## src/rtl/div_pkg.sv

```systemverilog
// Shared types and constants for the sequential restoring divider.
package div_pkg;

  // Divider controller states.
  typedef enum logic [1:0] {
    IDLE = 2'd0,
    CALC = 2'd1,
    ZERO = 2'd2,
    DONE = 2'd3
  } div_state_t;

  // Operand width and iteration counter width ($clog2(16)+1).
  localparam int DIV_WIDTH = 16;
  localparam int DIV_CNT_W = 5;

  // Counter value seen while the final quotient bit is being produced.
  function automatic logic [DIV_CNT_W-1:0] last_iter_count();
    return DIV_CNT_W'(DIV_WIDTH - 1);
  endfunction

endpackage : div_pkg

```

## src/rtl/cla_16bit.sv

```systemverilog
// 16-bit carry-lookahead adder: four 4-bit groups joined by a second
// lookahead level, so no carry ripples further than within one group.
module cla_16bit (
  input  logic [15:0] a,
  input  logic [15:0] b,
  input  logic        cin,
  output logic [15:0] sum,
  output logic        cout
);

  logic [15:0] g;
  logic [15:0] p;
  logic [3:0]  gg;
  logic [3:0]  pg;
  logic [4:0]  gc;
  logic [16:0] c;

  // Per-bit generate and propagate terms.
  always_comb begin
    g = a & b;
    p = a ^ b;
  end

  // Group generate/propagate for each 4-bit slice.
  always_comb begin
    gg = '0;
    pg = '0;
    for (int k = 0; k < 4; k++) begin
      pg[k] = p[4*k+3] & p[4*k+2] & p[4*k+1] & p[4*k];
      gg[k] = g[4*k+3]
            | (p[4*k+3] & g[4*k+2])
            | (p[4*k+3] & p[4*k+2] & g[4*k+1])
            | (p[4*k+3] & p[4*k+2] & p[4*k+1] & g[4*k]);
    end
  end

  // Second-level lookahead: carry into each group straight from cin.
  always_comb begin
    gc[0] = cin;
    gc[1] = gg[0] | (pg[0] & cin);
    gc[2] = gg[1] | (pg[1] & gg[0]) | (pg[1] & pg[0] & cin);
    gc[3] = gg[2] | (pg[2] & gg[1]) | (pg[2] & pg[1] & gg[0])
          | (pg[2] & pg[1] & pg[0] & cin);
    gc[4] = gg[3] | (pg[3] & gg[2]) | (pg[3] & pg[2] & gg[1])
          | (pg[3] & pg[2] & pg[1] & gg[0])
          | (pg[3] & pg[2] & pg[1] & pg[0] & cin);
  end

  // Bit carries inside each group, expanded from the group carry-in.
  always_comb begin
    c = '0;
    for (int k = 0; k < 4; k++) begin
      c[4*k]   = gc[k];
      c[4*k+1] = g[4*k] | (p[4*k] & gc[k]);
      c[4*k+2] = g[4*k+1] | (p[4*k+1] & g[4*k])
               | (p[4*k+1] & p[4*k] & gc[k]);
      c[4*k+3] = g[4*k+2] | (p[4*k+2] & g[4*k+1])
               | (p[4*k+2] & p[4*k+1] & g[4*k])
               | (p[4*k+2] & p[4*k+1] & p[4*k] & gc[k]);
    end
    c[16] = gc[4];
  end

  // Sum bits and carry out.
  always_comb begin
    sum  = p ^ c[15:0];
    cout = c[16];
  end

endmodule : cla_16bit

```

## src/rtl/seq_divider_16bit.sv

```systemverilog
// Multi-cycle unsigned 16-bit restoring divider. One quotient bit per clock,
// with the trial subtraction done by a cla_16bit (divisor inverted, cin = 1).
module seq_divider_16bit
  import div_pkg::*;
#(
  parameter int WIDTH = DIV_WIDTH,
  parameter int CNT_W = DIV_CNT_W
) (
  input  logic             clk,
  input  logic             rst,
  input  logic             start,
  input  logic [WIDTH-1:0] dividend,
  input  logic [WIDTH-1:0] divisor,
  output logic             busy,
  output logic             done,
  output logic [WIDTH-1:0] quotient,
  output logic [WIDTH-1:0] remainder,
  output logic             div_by_zero
);

  // The adder is a fixed 16-bit block, so any other width cannot elaborate.
  if (WIDTH != 16) begin : g_bad_width
    $error("seq_divider_16bit: WIDTH must be 16");
  end
  if (CNT_W != $clog2(WIDTH) + 1) begin : g_bad_cnt_w
    $error("seq_divider_16bit: CNT_W must be $clog2(WIDTH)+1");
  end

  div_state_t       state_q, state_d;
  logic [CNT_W-1:0] cnt_q, cnt_d;
  logic [WIDTH-1:0] rem_q, rem_d;
  logic [WIDTH-1:0] q_q, q_d;
  logic [WIDTH-1:0] divisor_q, divisor_d;
  logic [WIDTH-1:0] quotient_q, quotient_d;
  logic [WIDTH-1:0] remainder_q, remainder_d;
  logic             dbz_q, dbz_d;

  // Iteration datapath signals.
  logic             shift_msb;
  logic [WIDTH-1:0] shift_rem;
  logic [WIDTH-1:0] trial_b;
  logic [WIDTH-1:0] trial_diff;
  logic             trial_cout;
  logic             trial_ok;
  logic [WIDTH-1:0] iter_rem;
  logic [WIDTH-1:0] iter_q;

  // Shift {rem, q} left one place; the bit leaving rem is the 17th bit.
  always_comb begin
    shift_msb = rem_q[WIDTH-1];
    shift_rem = {rem_q[WIDTH-2:0], q_q[WIDTH-1]};
    trial_b   = ~divisor_q;
  end

  cla_16bit u_trial_sub (
    .a    (shift_rem),
    .b    (trial_b),
    .cin  (1'b1),
    .sum  (trial_diff),
    .cout (trial_cout)
  );

  // Restore-or-keep decision: the subtraction fits when the dropped msb was
  // set or the adder produced no borrow (carry out high).
  always_comb begin
    trial_ok = shift_msb | trial_cout;
    if (trial_ok) begin
      iter_rem = trial_diff;
      iter_q   = {q_q[WIDTH-2:0], 1'b1};
    end else begin
      iter_rem = shift_rem;
      iter_q   = {q_q[WIDTH-2:0], 1'b0};
    end
  end

  // Next-state and register-update logic for the controller.
  always_comb begin
    state_d     = state_q;
    cnt_d       = cnt_q;
    rem_d       = rem_q;
    q_d         = q_q;
    divisor_d   = divisor_q;
    quotient_d  = quotient_q;
    remainder_d = remainder_q;
    dbz_d       = dbz_q;
    case (state_q)
      IDLE, DONE: begin
        if (start) begin
          divisor_d = divisor;
          q_d       = dividend;
          rem_d     = '0;
          cnt_d     = '0;
          state_d   = (divisor == '0) ? ZERO : CALC;
        end else begin
          state_d = IDLE;
        end
      end
      CALC: begin
        rem_d = iter_rem;
        q_d   = iter_q;
        cnt_d = cnt_q + 1'b1;
        if (cnt_q == last_iter_count()) begin
          state_d     = DONE;
          quotient_d  = iter_q;
          remainder_d = iter_rem;
          dbz_d       = 1'b0;
        end
      end
      ZERO: begin
        state_d     = DONE;
        quotient_d  = '1;
        remainder_d = q_q;
        dbz_d       = 1'b1;
      end
      default: begin
        state_d = IDLE;
      end
    endcase
  end

  // State, working and result registers with synchronous reset.
  always_ff @(posedge clk) begin
    if (rst) begin
      state_q     <= IDLE;
      cnt_q       <= '0;
      rem_q       <= '0;
      q_q         <= '0;
      divisor_q   <= '0;
      quotient_q  <= '0;
      remainder_q <= '0;
      dbz_q       <= 1'b0;
    end else begin
      state_q     <= state_d;
      cnt_q       <= cnt_d;
      rem_q       <= rem_d;
      q_q         <= q_d;
      divisor_q   <= divisor_d;
      quotient_q  <= quotient_d;
      remainder_q <= remainder_d;
      dbz_q       <= dbz_d;
    end
  end

  // Status outputs decode straight from the state; results from registers.
  always_comb begin
    busy        = (state_q == CALC);
    done        = (state_q == DONE);
    quotient    = quotient_q;
    remainder   = remainder_q;
    div_by_zero = dbz_q;
  end

endmodule : seq_divider_16bit
```

## config.mk

```make
export PLATFORM = sky130hd
export DESIGN_NAME = seq_divider_16bit
export DESIGN_NICKNAME = d
export VERILOG_FILES = /design/src/rtl/div_pkg.sv /design/src/rtl/cla_16bit.sv /design/src/rtl/seq_divider_16bit.sv
export SDC_FILE = /design/constraint.sdc
export NUM_CORES = 1
export LEC_CHECK = 0
export ABC_AREA = 1
export CAP_MARGIN = 40
export CORE_MARGIN = 2
export CORE_UTILIZATION = 50
export DETAILED_ROUTE_END_ITERATION = 10
export PLACE_DENSITY = 0.74
export SLEW_MARGIN = 15
export SYNTH_ARGS = -nofsm -noshare
export SYNTH_HDL_FRONTEND = slang
export SYNTH_SLANG_ARGS = --single-unit
```

## constraint.sdc

```tcl
create_clock -name clk -period 5.7 [get_ports clk]
set_input_delay 0.855 -clock clk [delete_from_list [all_inputs] [get_ports clk]]
set_output_delay 0.855 -clock clk [all_outputs]
set_load 0.01 [all_outputs]
```

==> results.md, run 1 <==
- Status: finished, final reports clean
- Later-pin clock latency in the skew report: 350 ps
- Post-cts resize count: 0
- Max Fclk: 336.6 MHz
- Worst hold path startpoint: divisor_q[5]
- Clock transition at path regs: 90 ps
- Final worst path period share: 52.13%
- Tot GR Track Use: 24.72%
- CTS buffer count: 9
- Worst Tran Pin Value: 855.9 ps
- Minimum clock period: 2971 ps
- Die Wd: 99.44 um
- GP Congestion: 0.8859
- DR WL/cell: 14.17 um
- Footprint of the multi-input gates: 0.002340 sq mm
- FF-to-FF End: remainder[14]
- Syn. warnings: 0
- Total die area: 0.009888 sq mm
- Std cell rows: 34
- Area contributors post-synth: dfxtp_1, nand2_1, a21oi_1, inv_1, ha_1
- Final setup viols: 0
- Max-cap violations: 0
- Total chip power: 2.416 mW
- RSZ-0062 raised after global routing: no
- Sink Count: 88
- Switching power: 1.048 mW
- Setup TNS: 0 ps
- Hold WC Path Type: reg2reg
- Initial antenna violation count: 0
- Storage cell area: 0.001762 sq mm
- Logic pwr share: 49.6%
- Setup Skew: 9.873 ps
- CP arrival: 3260 ps
- Pleak: 2.212 nW
- First DRT Iteration DRCs: 263
- Share of cells above drive strength 1: 4.469%
- Worst r2r path cells: 9
- Clock buffer depth: 2
- Final Net Count: 771
- Fillers: 812
- Reg power frac: 33.7%
- Commonest non-fill, non-tap cell in the layout: nand2_1
- Largest net degree at the start of global routing: 56
- I/O Pins: 70
- Synthesized area: 0.004554 sq mm
- ANT cells: 0
- Die height: 99.44 um
- Final hold violation count: 0
- Most frequent cells in the layout: nand2_1, dfxtp_1, a21oi_1
- Hold endpoint: divisor_q[5]
- Startpoint type of the worst setup path: flip-flop
- Peak supply drop: 0.3866 mV
- Max Slew Vio Count: 0
- Crit path kind: reg2reg
- Post-CTS Hold Fix Bufs: 0
- CTS tree: yes
- HPWL Detailed: 8.364 mm
- I/O Buffers: 69
- CTS root buf: clkbuf_8
- Rel. slew slack: 42.94%
- Clock power share: 16.6%
- WHS Path Cells: 2
- DRC viols: 0
- Post-CTS setup buffers: 0
- Post-Syn Area per Cell: 6.975 sq um
- Netlist cell types: 34
- Area leader, netlist: dfxtp_1
- Post-route ant nets: 0
- Sequential share of the synthesized area: 38.68%
- Pwr/cell area: 436.6 mW/mm^2
- Area share of the largest cell type after synthesis: 38.68%
- Yosys reg bits: 88
- Global-route wire length before repair: 19.84 mm
- Post-Syn Instances: 653
- Via density per instance: 5.410
- H-tree depth: 3
- CP Max Fanout: 23
- Total core area: 0.008763 sq mm
- Endpoint type of the worst setup path: flip-flop
- Overflow after GRT: 0
- Routed WL: 11.67 mm
- Initial Util: 51.97%
- DR pass1 iterations: 5
- Post-synthesis net count: 713
- Vias in the first global route: 4,277
- Area growth syn-to-layout: 21.48%
- Int Power: 1.367 mW
- DR vias: 4,458
- Critical register-to-register path startpoint: state_q[0]
- Sw Ratio: 43.40%
- Worst reg-to-reg setup slack: 2730 ps
- Critical Path RT: 5990 ps
[state kept, by name (all words and copies together), names as in the netlist]
register and flops:
divisor_q 16, q_q 16, quotient 16, rem_q 16
remainder 16, cnt_q 5, state_q 2, div_by_zero 1
[how the worst max path moves through the flow]
stage,startpoint,to,cells past startpoint
after global placement,start,cnt_q[4],11
after CTS,state_q[0],remainder[14],9
after detailed placement,start,cnt_q[4],11
after floorplan,q_q[15],remainder[13],15
final,state_q[0],remainder[14],9
after global routing,state_q[0],remainder[14],9
[Yosys cell counts]
| cell type | instances |
|---|---|
| a221oi_1 | 2 |
| a21oi_1 | 87 |
| a211oi_1 | 2 |
| o22ai_1 | 1 |
| o21ai_1 | 2 |
| a31oi_1 | 18 |
| buf_2 | 4 |
| fa_1 | 3 |
| a21oi_2 | 2 |
| o21bai_1 | 2 |
| nor3_1 | 4 |
| o21ai_0 | 43 |
| and3_1 | 1 |
| inv_1 | 83 |
| buf_4 | 1 |
| nor2_1 | 20 |
| nand2_1 | 188 |
| nand4_2 | 1 |
| nand3b_1 | 2 |
| nand3_1 | 22 |
| nor2_2 | 2 |
| clkinv_1 | 1 |
| and2_1 | 1 |
| xnor2_1 | 5 |
| nor4_1 | 3 |
| buf_6 | 2 |
| nand3_2 | 1 |
| ha_1 | 22 |
| a21o_1 | 1 |
| o211ai_1 | 10 |
| nand4_1 | 2 |
| dfxtp_1 | 88 |
| clkbuf_1 | 24 |
| xor2_1 | 3 |
[power by group through the flow]
stage	Combinational [mW]	Clock (mW)	Sequential (mW)
global route	1.34	0.438	0.830
floorplan	0.798	0	0.833
CTS	1.19	0.410	0.814
finish	1.20	0.402	0.815
detailed placement	1.18	0	0.827
global placement	1.11	0	0.823
[metrics by stage]
stage / instance area, sq um / instances / setup WS [ps] / utilization [%] / hold WS [ps]
floorplan: 4554 / 653 / 3622 / - / 433.1
global placement: 5260 / 802 / 2095 / 60.02 / 452.4
detailed placement: 5336 / 807 / 2568 / 60.89 / 456.5
CTS: 5518 / 823 / 2794 / 62.96 / 470.4
global route: 5533 / 824 / 2465 / 63.14 / 485.3
finish: 5533 / 824 / 2729 / 63.14 / 463.6
[routing by layer]
layer / share of wire (%) / GRT usage, % / wire, um
met1: 42 / 31.01 / 4936
met3: 5.3 / 3.162 / 617
met2: 50 / 43.04 / 5829
met5: 0 / 0 / 0
met4: 2.5 / 9.905 / 289
[cell families after synthesis]
logic type / after synthesis / synth area share [%]
AOI/OAI and AO/OA: 170 / 20.36
xor gates and xnor gates: 8 / 1.539
adders and majority gates: 25 / 7.363
buffers and inverters: 115 / 10.00
DFF: 88 / 38.68
and+or+nand+nor: 247 / 22.06
[worst max-delay path: stages, from the launching register on]
cell and delay, ps:
dfxtp_1 340, inv_1 80, ha_1 720, o21ai_0 270
nand2_1 500, inv_1 340, buf_16 250, a21oi_1 160
nand2_1 90, a21oi_1 130
[final cells by class]
class,instances,area share [%]
clock buffer,11,2.555
sequential,88,31.84
multi-input combinational,450,42.29
timing repair buffer,78,14.45
tap,108,2.442
inverter,84,5.699
clock inverter,5,0.7237
Power figures use the tool's default switching activity.
==> run 2: changes to the inputs <==
CORE_UTILIZATION = 49   (was 50)
PLACE_DENSITY = 0.76   (was 0.74)
clock period = 2.6 ns   (was 5.7 ns; I/O delays follow)
==> run 2 against run 1 <==
Non-clock buffer count rose by 3. Wire length fell by 1.8%. Via count rose by 0.13%. Clock-buffer cell count fell by 2. Clock power rose by 140%.
==> results.md, run 2 (synthesis gave the netlist of run 1 again) <==
- Final worst setup slack: 253.7 ps
- CP Max Fanout: 4
- Pleak: 2.230 nW
- Setup Skew: 17.48 ps
- Worst hold slack: 459.5 ps
- Std cell rows: 35
- Rel. slew slack: 61.69%
- Final worst path period share: 90.24%
- Most frequent cells in the layout: nand2_1, dfxtp_1, a21oi_1
- Minimum clock period: 2346 ps
- Initial Util: 50.00%
- Int Power: 3.053 mW
- HPWL Detailed: 8.425 mm
- Final setup viols: 0
- Kind of cell adding the most delay to the critical path: simple AND/OR/NAND/NOR gates
- Startpoint type of the worst setup path: flip-flop
- Overflow after GRT: 0
- Sink Count: 88
- Critical Path RT: 2830 ps
- CP arrival: 2570 ps
- GP Congestion: 0.8928
- Total core area: 0.009109 sq mm
- CTS tree: yes
- Sw Ratio: 42.76%
- Area growth syn-to-layout: 21.73%
- Peak supply drop: 0.9106 mV
- Final hold violation count: 0
- WP buf/inv: 3
- Later-pin clock latency in the skew report: 360 ps
- I/O Buffers: 69
- Fillers: 868
- Max incr delay on CP: 380 ps
- I/O Pins: 70
- Total die area: 0.01008 sq mm
- Storage cell area: 0.001762 sq mm
- Max Fclk: 426.2 MHz
- CTS buffer count: 9
- CP max-delay cell: fa_1
- Setup TNS: 0 ps
- WL met3: 559 um
- Clock transition at path regs: 90 ps
- Die height: 100.4 um
- Die Wd: 100.4 um
- DR WL/cell: 13.83 um
- Hold WC Path Type: reg2reg
- Endpoint type of the worst setup path: flip-flop
- Largest net degree at the start of global routing: 55
- Tot GR Track Use: 23.84%
- Pwr/cell area: 962.0 mW/mm^2
- DR vias: 4,464
- Post-route ant nets: 0
- Reg power frac: 33.4%
- Crit path kind: reg2reg
- Initial antenna violation count: 0
- Routed WL: 11.46 mm
- Footprint of the multi-input gates: 0.002340 sq mm
- Worst path cell trace: inv_1, ha_1, nand2_1, inv_1, nand3_1, nand2_1, nand2_1, nand2_1, inv_1, fa_1, xnor2_1, nand2_1, o211ai_1, nand2_1, a21oi_1
- Final Net Count: 774
- H-tree depth: 3
- Global-route wire length before repair: 19.40 mm
- ANT cells: 0
- Post-CTS Hold Fix Bufs: 0
- Share of cells above drive strength 1: 4.875%
- Most used cell, CP: nand2_1
- RSZ-0062 raised after global routing: no
- CTS root buf: clkbuf_8
- Post-CTS setup buffers: 0
- Logic pwr share: 48.8%
- Clock buffer depth: 2
- Vias in the first global route: 4,406
- Max-cap violations: 0
- Worst slack, placed: 266.3 ps
- Met2 wire len: 5.879 mm
- DRC viols: 0
- Total chip power: 5.333 mW
- Worst Tran Pin Value: 574.6 ps
- Max layer used: met4
- Switching power: 2.280 mW
- Final instance area: 0.005544 sq mm
- Clock power share: 17.8%
- First DRT Iteration DRCs: 206
- Commonest non-fill, non-tap cell in the layout: nand2_1
- Status: finished, final reports clean
- Max Slew Vio Count: 0
- M1 WL: 4.747 mm
- DR pass1 iterations: 5
- Post-cts resize count: 0
- Post-DP Area: 0.005351 sq mm
- Via density per instance: 5.385
run 2: final timing paths:
check / cells after the start / from / endpoint / slack (ps)
max reg2reg: 15 / divisor_q[3] / remainder[9] / 250
min reg2reg: 2 / divisor_q[6] / divisor_q[6] / 460
min: 2 / divisor_q[6] / divisor_q[6] / 460
max: 15 / divisor_q[3] / remainder[9] / 250
run 2: layout make-up:
cell class / instances / area share (%)
Clock buffer: 9 / 2.234
Clock inverter: 6 / 1.241
Inverter: 84 / 5.687
Multi-Input combinational cell: 450 / 42.20
Sequential cell: 88 / 31.78
Tap cell: 111 / 2.505
Timing Repair Buffer: 81 / 14.35
run 2: per-layer routing:
metal	track usage [%]	vias up
met5	0	-
met4	9.273	0
met3	4.944	25
met2	43.21	113
met1	27.36	2072
li1	-	2254
run 2: power groups by stage:
| stage | Combinational, mW | Clock [mW] | Sequential [mW] |
|---|---|---|---|
| finish | 2.60 | 0.951 | 1.78 |
| global route | 2.93 | 1.02 | 1.81 |
| CTS | 2.59 | 0.970 | 1.78 |
| detailed placement | 2.58 | 0 | 1.81 |
| global placement | 2.50 | 0 | 1.80 |
| floorplan | 1.75 | 0 | 1.83 |
run 2: metrics by stage:
| step | instances | utilization [%] |
|---|---|---|
| global route | 829 | 60.87 |
| finish | 829 | 60.87 |
| floorplan | 653 | - |
| detailed placement | 814 | 58.75 |
| CTS | 829 | 60.87 |
| global placement | 813 | 58.59 |
run 2: worst min-delay path, stage by stage, from the launching register on:
cell and delay [ps]:
dfxtp_1 300, inv_1 60, a21oi_1 50
